### src/rtl/uart_imem_loader_pkg.sv
// Shared definitions for the UART boot loader: sync byte, FSM encodings, byte-lane helper.
// Pure declarations, no logic of its own.
package uart_imem_loader_pkg;

  localparam logic [7:0] SYNC_BYTE = 8'hA5;

  typedef enum logic [2:0] {
    ST_IDLE   = 3'd0,
    ST_LEN_LO = 3'd1,
    ST_LEN_HI = 3'd2,
    ST_DATA   = 3'd3,
    ST_CSUM   = 3'd4,
    ST_DONE   = 3'd5,
    ST_ERROR  = 3'd6
  } ld_state_e;

  typedef enum logic [1:0] {
    RX_IDLE  = 2'd0,
    RX_START = 2'd1,
    RX_DATA  = 2'd2,
    RX_STOP  = 2'd3
  } rx_state_e;

  // Little-endian word assembly: byte lane idx of word is replaced by b.
  function automatic logic [31:0] put_byte(input logic [31:0] word, input logic [1:0] idx,
                                           input logic [7:0] b);
    logic [31:0] r;
    r = word;
    r[{idx, 3'b000} +: 8] = b;
    return r;
  endfunction

endpackage

### src/rtl/uart_imem_loader_rx.sv
// 8N1 UART receiver: 2-FF synchroniser, start-bit glitch filter, mid-bit sampling.
// One-cycle rx_valid (or rx_ferr on a low stop bit) at the stop-bit sample; no backpressure.
module uart_rx_byte
  import uart_imem_loader_pkg::*;
#(
  parameter int CLKS_PER_BIT = 868
) (
  input  logic       clk,
  input  logic       rst,
  input  logic       rx,
  output logic       rx_valid,
  output logic [7:0] rx_byte,
  output logic       rx_ferr
);

  localparam int CW = $clog2(CLKS_PER_BIT);
  localparam logic [CW-1:0] BIT_LAST  = CW'(CLKS_PER_BIT - 1);
  localparam logic [CW-1:0] HALF_LAST = CW'(CLKS_PER_BIT / 2 - 1);

  rx_state_e     r_state, w_state_nxt;
  logic          r_sync1, r_sync2, r_sync3;
  logic [CW-1:0] r_cnt, w_cnt_nxt;
  logic [2:0]    r_bit_idx, w_bit_idx_nxt;
  logic [7:0]    r_shift, w_shift_nxt;
  logic [7:0]    r_byte, w_byte_nxt;
  logic          r_valid, w_valid_nxt;
  logic          r_ferr, w_ferr_nxt;
  logic          w_fall, w_half, w_bit_end;

  assign w_fall    = r_sync3 & ~r_sync2;
  assign w_half    = (r_cnt == HALF_LAST);
  assign w_bit_end = (r_cnt == BIT_LAST);

  always_ff @(posedge clk) begin
    if (rst) r_state <= RX_IDLE;
    else     r_state <= w_state_nxt;
  end

  always_comb begin
    w_state_nxt = r_state;
    case (r_state)
      RX_IDLE:  if (w_fall) w_state_nxt = RX_START;
      RX_START: if (w_half) w_state_nxt = r_sync2 ? RX_IDLE : RX_DATA;
      RX_DATA:  if (w_bit_end && r_bit_idx == 3'd7) w_state_nxt = RX_STOP;
      RX_STOP:  if (w_bit_end) w_state_nxt = RX_IDLE;
      default:  w_state_nxt = RX_IDLE;
    endcase
  end

  // Counter restarts at every sample point so each following sample lands mid-bit.
  always_comb begin
    w_cnt_nxt     = r_cnt + CW'(1);
    w_bit_idx_nxt = r_bit_idx;
    w_shift_nxt   = r_shift;
    w_byte_nxt    = r_byte;
    w_valid_nxt   = 1'b0;
    w_ferr_nxt    = 1'b0;
    case (r_state)
      RX_IDLE: begin
        w_cnt_nxt     = '0;
        w_bit_idx_nxt = 3'd0;
      end
      RX_START: if (w_half) w_cnt_nxt = '0;
      RX_DATA: if (w_bit_end) begin
        w_cnt_nxt     = '0;
        w_shift_nxt   = {r_sync2, r_shift[7:1]};
        w_bit_idx_nxt = r_bit_idx + 3'd1;
      end
      RX_STOP: if (w_bit_end) begin
        w_cnt_nxt = '0;
        if (r_sync2) begin
          w_valid_nxt = 1'b1;
          w_byte_nxt  = r_shift;
        end else begin
          w_ferr_nxt = 1'b1;
        end
      end
      default: w_cnt_nxt = '0;
    endcase
  end

  always_ff @(posedge clk) begin
    if (rst) begin
      r_sync1   <= 1'b1;
      r_sync2   <= 1'b1;
      r_sync3   <= 1'b1;
      r_cnt     <= '0;
      r_bit_idx <= 3'd0;
      r_shift   <= 8'd0;
      r_byte    <= 8'd0;
      r_valid   <= 1'b0;
      r_ferr    <= 1'b0;
    end else begin
      r_sync1   <= rx;
      r_sync2   <= r_sync1;
      r_sync3   <= r_sync2;
      r_cnt     <= w_cnt_nxt;
      r_bit_idx <= w_bit_idx_nxt;
      r_shift   <= w_shift_nxt;
      r_byte    <= w_byte_nxt;
      r_valid   <= w_valid_nxt;
      r_ferr    <= w_ferr_nxt;
    end
  end

  assign rx_valid = r_valid;
  assign rx_byte  = r_byte;
  assign rx_ferr  = r_ferr;

endmodule

### src/rtl/uart_imem_loader.sv
// Boot loader: parses A5|LEN|words|CSUM from UART, writes imem, releases core_rst on good checksum.
// Write strobe one cycle after the 4th byte of each word; UART has no flow control, so nothing stalls.
module uart_imem_loader
  import uart_imem_loader_pkg::*;
#(
  parameter int CLKS_PER_BIT = 868,
  parameter int ADDR_WIDTH   = 8
) (
  input  logic                  clk,
  input  logic                  rst,
  input  logic                  uart_rx,
  output logic                  imem_we,
  output logic [ADDR_WIDTH-1:0] imem_addr,
  output logic [31:0]           imem_wdata,
  output logic                  core_rst,
  output logic                  load_done,
  output logic                  load_err
);

  localparam logic [16:0] MAX_WORDS = 17'(1) << ADDR_WIDTH;

  logic        w_rx_valid, w_rx_ferr;
  logic [7:0]  w_rx_byte;

  uart_rx_byte #(.CLKS_PER_BIT(CLKS_PER_BIT)) u_rx (
    .clk      (clk),
    .rst      (rst),
    .rx       (uart_rx),
    .rx_valid (w_rx_valid),
    .rx_byte  (w_rx_byte),
    .rx_ferr  (w_rx_ferr)
  );

  ld_state_e             r_state, w_state_nxt;
  logic [7:0]            r_len_lo, w_len_lo_nxt;
  logic [15:0]           r_len, w_len_nxt;
  logic [ADDR_WIDTH:0]   r_word_idx, w_word_idx_nxt;
  logic [1:0]            r_byte_idx, w_byte_idx_nxt;
  logic [31:0]           r_word, w_word_nxt;
  logic [7:0]            r_csum, w_csum_nxt;
  logic                  r_imem_we, w_imem_we_nxt;
  logic [ADDR_WIDTH-1:0] r_imem_addr, w_imem_addr_nxt;
  logic [31:0]           r_imem_wdata, w_imem_wdata_nxt;
  logic                  r_core_rst, r_load_done, r_load_err;

  logic [15:0] w_len_rx;
  logic        w_is_sync, w_last_word;
  logic [31:0] w_word_asm;

  assign w_len_rx    = {w_rx_byte, r_len_lo};
  assign w_is_sync   = w_rx_valid && (w_rx_byte == SYNC_BYTE);
  assign w_last_word = (17'(r_word_idx) == ({1'b0, r_len} - 17'd1));
  assign w_word_asm  = put_byte(r_word, r_byte_idx, w_rx_byte);

  always_ff @(posedge clk) begin
    if (rst) r_state <= ST_IDLE;
    else     r_state <= w_state_nxt;
  end

  always_comb begin
    w_state_nxt = r_state;
    case (r_state)
      ST_IDLE:   if (w_is_sync) w_state_nxt = ST_LEN_LO;
      ST_LEN_LO: begin
        if (w_rx_ferr)       w_state_nxt = ST_ERROR;
        else if (w_rx_valid) w_state_nxt = ST_LEN_HI;
      end
      ST_LEN_HI: begin
        if (w_rx_ferr) begin
          w_state_nxt = ST_ERROR;
        end else if (w_rx_valid) begin
          if ({1'b0, w_len_rx} > MAX_WORDS) w_state_nxt = ST_ERROR;
          else if (w_len_rx == 16'd0)       w_state_nxt = ST_CSUM;
          else                              w_state_nxt = ST_DATA;
        end
      end
      ST_DATA: begin
        if (w_rx_ferr) w_state_nxt = ST_ERROR;
        else if (w_rx_valid && r_byte_idx == 2'd3 && w_last_word) w_state_nxt = ST_CSUM;
      end
      ST_CSUM: begin
        if (w_rx_ferr)       w_state_nxt = ST_ERROR;
        else if (w_rx_valid) w_state_nxt = (w_rx_byte == r_csum) ? ST_DONE : ST_ERROR;
      end
      ST_DONE:   w_state_nxt = ST_DONE;
      ST_ERROR:  if (w_is_sync) w_state_nxt = ST_LEN_LO;
      default:   w_state_nxt = ST_IDLE;
    endcase
  end

  always_comb begin
    w_len_lo_nxt     = r_len_lo;
    w_len_nxt        = r_len;
    w_word_idx_nxt   = r_word_idx;
    w_byte_idx_nxt   = r_byte_idx;
    w_word_nxt       = r_word;
    w_csum_nxt       = r_csum;
    w_imem_we_nxt    = 1'b0;
    w_imem_addr_nxt  = r_imem_addr;
    w_imem_wdata_nxt = r_imem_wdata;
    case (r_state)
      ST_IDLE, ST_ERROR: if (w_is_sync) w_csum_nxt = 8'd0;
      ST_LEN_LO: if (w_rx_valid) w_len_lo_nxt = w_rx_byte;
      ST_LEN_HI: if (w_rx_valid) begin
        w_len_nxt      = w_len_rx;
        w_word_idx_nxt = '0;
        w_byte_idx_nxt = 2'd0;
      end
      ST_DATA: if (w_rx_valid) begin
        w_word_nxt     = w_word_asm;
        w_csum_nxt     = r_csum ^ w_rx_byte;
        w_byte_idx_nxt = r_byte_idx + 2'd1;
        // rx_valid is a single-cycle pulse, so the strobe can never repeat back to back.
        if (r_byte_idx == 2'd3) begin
          w_imem_we_nxt    = 1'b1;
          w_imem_addr_nxt  = r_word_idx[ADDR_WIDTH-1:0];
          w_imem_wdata_nxt = w_word_asm;
          w_word_idx_nxt   = r_word_idx + 1'b1;
        end
      end
      default: ;
    endcase
  end

  always_ff @(posedge clk) begin
    if (rst) begin
      r_len_lo     <= 8'd0;
      r_len        <= 16'd0;
      r_word_idx   <= '0;
      r_byte_idx   <= 2'd0;
      r_word       <= 32'd0;
      r_csum       <= 8'd0;
      r_imem_we    <= 1'b0;
      r_imem_addr  <= '0;
      r_imem_wdata <= 32'd0;
      r_core_rst   <= 1'b1;
      r_load_done  <= 1'b0;
      r_load_err   <= 1'b0;
    end else begin
      r_len_lo     <= w_len_lo_nxt;
      r_len        <= w_len_nxt;
      r_word_idx   <= w_word_idx_nxt;
      r_byte_idx   <= w_byte_idx_nxt;
      r_word       <= w_word_nxt;
      r_csum       <= w_csum_nxt;
      r_imem_we    <= w_imem_we_nxt;
      r_imem_addr  <= w_imem_addr_nxt;
      r_imem_wdata <= w_imem_wdata_nxt;
      r_core_rst   <= (w_state_nxt != ST_DONE);
      r_load_done  <= (w_state_nxt == ST_DONE);
      r_load_err   <= (w_state_nxt == ST_ERROR);
    end
  end

  assign imem_we    = r_imem_we;
  assign imem_addr  = r_imem_addr;
  assign imem_wdata = r_imem_wdata;
  assign core_rst   = r_core_rst;
  assign load_done  = r_load_done;
  assign load_err   = r_load_err;

endmodule

### config.mk
export PLATFORM = sky130hd
export DESIGN_NAME = uart_imem_loader
export DESIGN_NICKNAME = d
export VERILOG_FILES = /design/src/rtl/uart_imem_loader_pkg.sv /design/src/rtl/uart_imem_loader_rx.sv /design/src/rtl/uart_imem_loader.sv
export SDC_FILE = /design/constraint.sdc
export NUM_CORES = 1
export LEC_CHECK = 0
export ABC_AREA = 1
export ABC_CLOCK_PERIOD_IN_PS = 2800
export CAP_MARGIN = 5
export CORE_ASPECT_RATIO = 1.75
export CORE_UTILIZATION = 50
export CTS_CLUSTER_SIZE = 24
export DETAILED_ROUTE_END_ITERATION = 7
export PLACE_DENSITY = 0.69
export SYNTH_ARGS = -nofsm -noshare
export SYNTH_HDL_FRONTEND = slang
export SYNTH_HIERARCHICAL = 1
export SYNTH_SLANG_ARGS = --single-unit
### constraint.sdc
create_clock -name clk -period 2.8 [get_ports clk]
set_clock_uncertainty 0.2 [all_clocks]
set_input_delay 0.28 -clock clk [delete_from_list [all_inputs] [get_ports clk]]
set_output_delay 0.28 -clock clk [all_outputs]
set_load 0.005 [all_outputs]
==> results of run 1 <==
==> synth_stat cells (4+ instances only) <==
cell,n
o21ai_0,98
xnor2_1,9
nand3_1,28
clkbuf_1,33
o211a_1,4
nand4_1,15
o22ai_1,17
nor3_1,13
xor2_1,13
nand2_1,130
nor2_2,8
ha_1,12
inv_1,103
a41oi_1,16
inv_2,9
a21oi_2,4
nand2_2,5
buf_2,14
a211oi_1,34
a21oi_1,92
nor2_1,91
dfxtp_1,158
==> sequential cells by signal (all words and copies together), names as in the netlist, 8 cells and up, named ones only <==
signal        flops
r_len_lo          8
r_word_idx        9
imem_addr         8
r_len            16
u_rx/r_shift      8
r_word           32
u_rx/r_cnt       10
u_rx/rx_byte      8
r_csum            8
imem_wdata       32
==> stage by stage <==
step | util [%] | setup slack, ns | area, um2 | power, uW
floorplan | - | 0.552 | 7170 | 2370
global placement | 55.4 | 0.542 | 7710 | 2390
detailed placement | 55.4 | 0.566 | 7710 | 2390
CTS | 59.8 | 0.523 | 8320 | 4750
global route | 59.8 | 0.271 | 8320 | 4860
finish | 59.8 | 0.433 | 8320 | 4720
==> critical path, cell delays in order, from the launching register on <==
cell and delay (ns):
dfxtp_1 0.51, inv_2 0.18, nor3_2 0.14, nand4_1 0.17, nor4_2 0.46, nor2_2 0.16
inv_2 0.19, o21ai_0 0.12, o211a_1 0.12
==> routing by layer <==
metal,GRT usage (%),vias up
li1,-,3205
met1,26.9,2872
met2,43.0,124
met3,3.84,35
met4,10.2,0
met5,0,-
==> logic make-up (layout without fill, tap and decap cells) <==
kind of cell | after synthesis | count (layout) | share of synthesized area [%]
simple gates | 313 | 313 | 20.1
compound gates | 269 | 269 | 21.7
buf+inv | 166 | 202 | 9.30
flops | 158 | 158 | 44.1
xor+xnor | 22 | 22 | 2.69
fa+ha+maj | 12 | 12 | 2.09
==> report_power, final <==
group / total [uW] / switching (uW) / leakage, uW / internal (uW)
combinational: 82.3 / 61.3 / 0.00178 / 21.0
sequential: 2260 / 7.98 / 0.00127 / 2250
clock: 2380 / 958 / 0.000287 / 1420
==> area by class of cell <==
cell class              instances  area (um2)
repair buffers                 58         558
fillers                      1310        5590
clock inverters                13         179
multi-input cells             616        3340
clock buffers                  18         429
inverters                     113         424
flip-flops and latches        158        3160
well taps                     177         221
==> path summary, 6_finish.rpt <==
kind	slack [ns]	end
max reg2reg	0.43	r_csum[1]
min	0.14	r_word_idx[2]
min reg2reg	0.21	u_rx/r_sync2
max	0.43	r_csum[1]
==> impl_metrics.json, run 1 <==
{
  "status": "finished clean",
  "crit_path_start": "u_rx/rx_valid",
  "grt_usage_pct": 23.7,
  "min_path_type": "in2reg",
  "fin_cells": 1153,
  "yosys_warnings": 6,
  "hold_viol": 0,
  "leakage_uw": 0.00334,
  "finalWirelength_um": 17000,
  "cts-buffers-inserted": 17,
  "fp.dieW_um": 92.5,
  "r2r-start": "u_rx/rx_valid",
  "met3_length_um": 595,
  "met1Wirelength_um": 6860,
  "synth_seq_cells": 158,
  "critPathCaptureType": "flop",
  "clk_path_buf_depth": 2,
  "cts_tree": "yes",
  "wl_met2_um": 9080,
  "ant_nets": 0,
  "worstHoldPathCells": 4,
  "avgSynthCellArea_um2": 7.63,
  "antenna_found_initial": 0,
  "whs_ns": 0.138,
  "synth_seq_area_share_pct": 44.1,
  "cp.arrival_ns": 2.48,
  "grt_pass1_wl_um": 28000,
  "path_class": "reg2reg",
  "cts_root_buf": "clkbuf_16",
  "cp_max_fo": 12,
  "drv_slew": 0,
  "cap_viol_max_count": 0,
  "io_buffers": 46,
  "synth_edf_count": 0,
  "ir_drop_mv": 0.598,
  "route.detailed.drc": 0,
  "synthesis.nets": 955,
  "nets": 979,
  "fmax_mhz": 422,
  "powerDensity_nw_per_um2": 568,
  "cts_setup_buffers": 0,
  "viasPerCell": 5.41,
  "core_um2": 13900,
  "cp-start-kind": "flop",
  "die_area_um2": 14800,
  "drt_first_pass_iters": 5,
  "synth_area_um2": 7170,
  "dp.cells": 1122,
  "max_slew_margin_pct": 45.6,
  "rsz0062_at_grt": "no",
  "clock_sinks": 158,
  "synthCells": 940,
  "reg2reg_depth": 8,
  "min-delay-start": "rst",
  "grt_max_degree": 72,
  "layout_commonest_cell": "dfxtp_1",
  "worstMarginPinSlew_ns": 0.815,
  "tns_ns": 0,
  "drt_iter0_drc": 349,
  "dp.final_hpwl_um": 11900,
  "async_reset_ff_share_pct": 0,
  "first_global_vias": 5812,
  "place.gp.congestion": 0.846,
  "yosysUniqueCellTypes": 43,
  "drive_gt1_share_pct": 9.02,
  "areaGrowthSynthToFinish_pct": 16.0,
  "min_period_ns": 2.37,
  "synth_flop_cell": "dfxtp_1",
  "hold_buffers": 0,
  "clock_latency_ns": 0.42,
  "mostFrequentLayoutCells": "dfxtp_1 (158), nand2_1 (130), inv_1 (103)",
  "cts_resized": 0,
  "num_antenna_cells": 0,
  "yosys.area.top_type": "dfxtp_1",
  "initial_core_util_pct": 51.6,
  "rows": 57,
  "period_share_pct": 84.5,
  "vias": 6236,
  "synth_top_area_share_pct": 44.1,
  "setup_viol": 0,
  "clkTransAtPathRegs_ns": 0.06,
  "gr-total-overflow": 0,
  "htree_levels": 4,
  "wire_per_inst_um": 14.7,
  "ios": 47,
  "yosys-top-cells-area": "dfxtp_1 (44%), o21ai_0 (6.8%), nand2_1 (6.8%), a21oi_1 (6.4%), inv_1 (5.4%)",
  "required_ns": 2.91,
  "fp.dieH_um": 160,
  "dr.max_layer_used": "met4"
}
No activity file was read; power rests on OpenSTA's default activity.
==> run 2, diff against run 1 <==
- ABC_CLOCK_PERIOD_IN_PS: 2800 -> 2350
- clock period: 2.8 -> 2.35 ns (I/O delays scaled with it)
==> impl_metrics.json, run 2 (synthesis results as in run 1) <==
{
  "fp.dieH_um": 160,
  "drv_slew": 0,
  "mostFrequentLayoutCells": "dfxtp_1 (158), nand2_1 (130), inv_1 (103)",
  "areaGrowthSynthToFinish_pct": 17.5,
  "pwr-share-seq_pct": 48.6,
  "critPathCaptureType": "flop",
  "p_sw_share_pct": 22.2,
  "total_power_uw": 5530,
  "cts_setup_buffers": 0,
  "cp_slowest_stage_delay_ns": 0.54,
  "combPwrFrac_pct": 1.9,
  "status": "finished clean",
  "pwr-share-clk_pct": 49.4,
  "crit_chain": "inv_2 -> nor3_2 -> nand4_1 -> nor4_2 -> nor2_2 -> inv_2 -> o21ai_0 -> o211a_1",
  "cts_root_buf": "clkbuf_16",
  "core_um2": 13900,
  "htree_levels": 4,
  "min_period_ns": 2.17,
  "required_ns": 2.46,
  "viasPerCell": 5.38,
  "path_class": "reg2reg",
  "clk_path_buf_depth": 2,
  "ir_drop_mv": 0.496,
  "cp-start-kind": "flop",
  "intPower_uw": 4300,
  "drive_gt1_share_pct": 10.2,
  "grt_max_degree": 72,
  "setup_viol": 0,
  "clock_latency_ns": 0.42,
  "clock_sinks": 158,
  "num_antenna_cells": 0,
  "reg2reg_depth": 8,
  "placed_cell_area_um2": 7810,
  "cp.arrival_ns": 2.28,
  "clkTransAtPathRegs_ns": 0.06,
  "critPathSlowestCell": "dfxtp_1",
  "io_buffers": 46,
  "worstHoldPathCells": 2,
  "ios": 47,
  "fmax_mhz": 461,
  "grt_usage_pct": 24.2,
  "ant_nets": 0,
  "first_global_vias": 5945,
  "leakage_uw": 0.00341,
  "die_area_um2": 14800,
  "seqCellArea_um2": 3160,
  "layout_commonest_cell": "dfxtp_1",
  "antenna_found_initial": 0,
  "crit_path_frequent_cell": "inv_2",
  "fillerInstances": 1305,
  "drt_iter0_drc": 250,
  "rows": 57,
  "gr-total-overflow": 0,
  "hold_viol": 0,
  "cp_max_fo": 12,
  "cts_tree": "yes",
  "place.gp.congestion": 0.845,
  "finalWirelength_um": 17000,
  "worstMarginPinSlew_ns": 0.570,
  "drt_first_pass_iters": 4,
  "grt_pass1_wl_um": 28700,
  "wire_per_inst_um": 14.6,
  "route.detailed.drc": 0,
  "vias": 6280,
  "powerDensity_nw_per_um2": 657,
  "cts-buffers-inserted": 17,
  "min_path_type": "in2reg",
  "period_share_pct": 92.3,
  "dp.final_hpwl_um": 12200,
  "p_switching_uw": 1230,
  "cap_viol_max_count": 0,
  "nets": 992,
  "multi_input_area_um2": 3360,
  "fp.dieW_um": 92.5,
  "initial_core_util_pct": 51.6,
  "max_slew_margin_pct": 61.8,
  "stdcell_area_um2": 8430
}
## run 2: area by class of cell
| cell class | instances | area share [%] |
|---|---|---|
| Inverter | 113 | 5.03 |
| Clock buffer | 19 | 5.14 |
| Timing Repair Buffer | 71 | 7.96 |
| Clock inverter | 13 | 1.86 |
| Tap cell | 177 | 2.63 |
| Multi-Input combinational cell | 616 | 39.8 |
| Sequential cell | 158 | 37.5 |
## run 2: final timing paths
path | slack [ns] | end | from
min | 0.17 | u_rx/r_sync1 | uart_rx
max reg2reg | 0.18 | r_csum[5] | u_rx/rx_valid
max | 0.18 | r_csum[5] | u_rx/rx_valid
min reg2reg | 0.22 | u_rx/r_sync2 | u_rx/r_sync1
## run 2: timing repair
item	in CTS	in global routing
setup endpoints to repair	0	2
hold endpoints to repair	1	0
hold buffers	1	0
gates resized for setup	0	2
## run 2: power groups by stage
| stage | logic, uW | clock network (uW) | registers (uW) |
|---|---|---|---|
| 2_1_floorplan | 76.7 | 0 | 2750 |
| 3_3_place_gp | 104 | 0 | 2750 |
| 3_5_place_dp | 105 | 0 | 2750 |
| 4_1_cts | 106 | 2780 | 2690 |
| 5_1_grt | 119 | 2890 | 2690 |
| 6_report | 106 | 2740 | 2690 |
## run 2: critical path, delay by kind of cell (launching register included)
kind / cells / cell delay (ns)
AO/OA/AOI/OAI: 2 / 0.25
buffers and inverters: 2 / 0.34
flip-flops: 1 / 0.54
AND/OR/NAND/NOR: 4 / 0.72
## run 2: metal layers
metal / GRT usage, % / wire (um)
met5: 0 / 0
met3: 3.60 / 358
met4: 8.81 / 448
met2: 44.8 / 9250
met1: 27.5 / 6950
## run 2: through the flow
step	util (%)	setup TNS (ns)	setup slack [ns]	std cells	hold slack, ns
after floorplan	-	0	0.102	940	0.139
after global placement	56.2	0	0.200	1134	0.191
after detailed placement	56.2	0	0.205	1134	0.198
after CTS	60.5	0	0.185	1167	0.173
after global routing	60.6	-0.0101	-0.0101	1167	0.187
final	60.6	0	0.182	1167	0.173
==> run 3, diff against run 2 <==
- CORE_ASPECT_RATIO: 1.75 -> default
==> impl_metrics.json, run 3 (synthesis results as in run 1) <==
{
  "status": "finished clean",
  "htree_levels": 4,
  "fp.dieH_um": 122,
  "worstMarginPinSlew_ns": 0.475,
  "io_buffers": 46,
  "grt_usage_pct": 22.8,
  "tns_ns": 0,
  "first_global_vias": 5531,
  "setup_viol": 0,
  "clock_latency_ns": 0.43,
  "ir_drop_mv": 0.454,
  "dp.final_hpwl_um": 11000,
  "grt_max_degree": 72,
  "layout_commonest_cell": "dfxtp_1",
  "clk_path_buf_depth": 2,
  "cts_tree": "yes",
  "r2r_setup_slack_ns": 0.20,
  "drv_slew": 0,
  "ant_nets": 0,
  "cp_max_fo": 6,
  "total_power_uw": 5680,
  "initial_core_util_pct": 51.5,
  "fp.dieW_um": 122,
  "fin_cells": 1174,
  "r2r-start": "r_len[1]",
  "clkTransAtPathRegs_ns": 0.07,
  "areaGrowthSynthToFinish_pct": 18.3,
  "cp-start-kind": "flop",
  "gr-total-overflow": 0,
  "num_antenna_cells": 0,
  "reg2reg_depth": 17,
  "min_path_type": "in2reg",
  "vias": 6181,
  "antenna_found_initial": 0,
  "grt_pass1_wl_um": 26700,
  "wire_per_inst_um": 13.7,
  "crit_path_start": "r_len[1]",
  "drt_iter0_drc": 359,
  "setup_ws_ns": 0.196,
  "die_area_um2": 14800,
  "route.detailed.drc": 0,
  "fmax_mhz": 464,
  "leakage_uw": 0.00344,
  "min-delay-start": "uart_rx",
  "cp.arrival_ns": 2.27,
  "hold_viol": 0,
  "path_class": "reg2reg",
  "max_slew_margin_pct": 68.3,
  "worstHoldPathCells": 2,
  "min_period_ns": 2.15,
  "hold_path_end": "u_rx/r_sync1",
  "drt_first_pass_iters": 8,
  "clock_sinks": 158,
  "mostFrequentLayoutCells": "dfxtp_1 (157), nand2_1 (130), inv_1 (103)",
  "dp.cells": 1141,
  "cts-buffers-inserted": 17,
  "dpl_worst_slack_ns": 0.156,
  "r2r-end": "load_done",
  "nets": 996,
  "powerDensity_nw_per_um2": 669,
  "place.gp.congestion": 0.859,
  "finalWirelength_um": 16100,
  "core_um2": 13900,
  "period_share_pct": 91.6,
  "drive_gt1_share_pct": 10.8,
  "rsz0062_at_grt": "no",
  "cap_viol_max_count": 0,
  "viasPerCell": 5.26,
  "cts_root_buf": "clkbuf_16",
  "ios": 47,
  "whs_ns": 0.173,
  "critPathCaptureType": "flop",
  "required_ns": 2.47,
  "rows": 43
}
==> run 3: changes by cell type in the layout (fill, tap and decap cells not counted), moves of 2 or more <==
cell / change
buf_4: +4
clkinv_4: -5
clkinvlp_4: +3
inv_6: +2
==> run 3: through the flow <==
step / util, % / cell area [um2]
3_5_place_dp: 56.3 / 7850
4_1_cts: 60.8 / 8480
2_1_floorplan: - / 7170
5_1_grt: 60.9 / 8480
3_3_place_gp: 56.3 / 7850
6_report: 60.9 / 8480
==> run 3: area by class of cell <==
cell class | instances | area (um2)
fillers | 1271 | 5450
multi-input cells | 616 | 3350
flip-flops and latches | 158 | 3160
repair buffers | 75 | 701
clock buffers | 19 | 443
inverters | 113 | 424
well taps | 180 | 225
clock inverters | 13 | 178
==> run 3: worst max-delay path, stage by stage, from the launching register on <==
cell and delay [ns]:
dfxtp_1 0.31, inv_1 0.09, ha_1 0.26, nand2_2 0.12, nor2_4 0.17, nand2_1 0.07, nand2_1 0.05, nand2_1 0.05
nor2_1 0.08, nand2_1 0.07, nor2_2 0.14, nand2_1 0.06, nand2_1 0.09, nand2_1 0.06, nand2_1 0.07, nand2_1 0.06
nand2_2 0.07, inv_2 0.03
==> run 3: per-layer routing <==
layer,wire length (um),track usage [%]
met5,0,0
met2,7230,34.9
met4,221,7.18
met1,8110,32.0
met3,550,4.82
==> run 3: repair_timing <==
| item | in CTS | in global routing |
|---|---|---|
| setup buffers | 0 | 0 |
| hold buffers | 1 | 0 |
| endpoints found under the setup margin | 0 | 5 |
| gates resized for setup | 0 | 2 |
| endpoints found under the hold margin | 2 | 0 |
==> run 3: where the power goes <==
| group | internal (uW) | total, uW | switching (uW) |
|---|---|---|---|
| Sequential | 2680 | 2690 | 8.81 |
| Clock | 1730 | 2880 | 1160 |
| Combinational | 29.5 | 103 | 74.0 |
==> run 3: worst max path at each step <==
stage | endpoint | slack, ns | cells after the start
after detailed placement | load_done | 0.16 | 18
after CTS | load_done | 0.14 | 18
after global routing | load_done | 0.005 | 18
after global placement | load_done | 0.21 | 18
after floorplan | r_word[10] | 0.10 | 8
final | load_done | 0.20 | 17
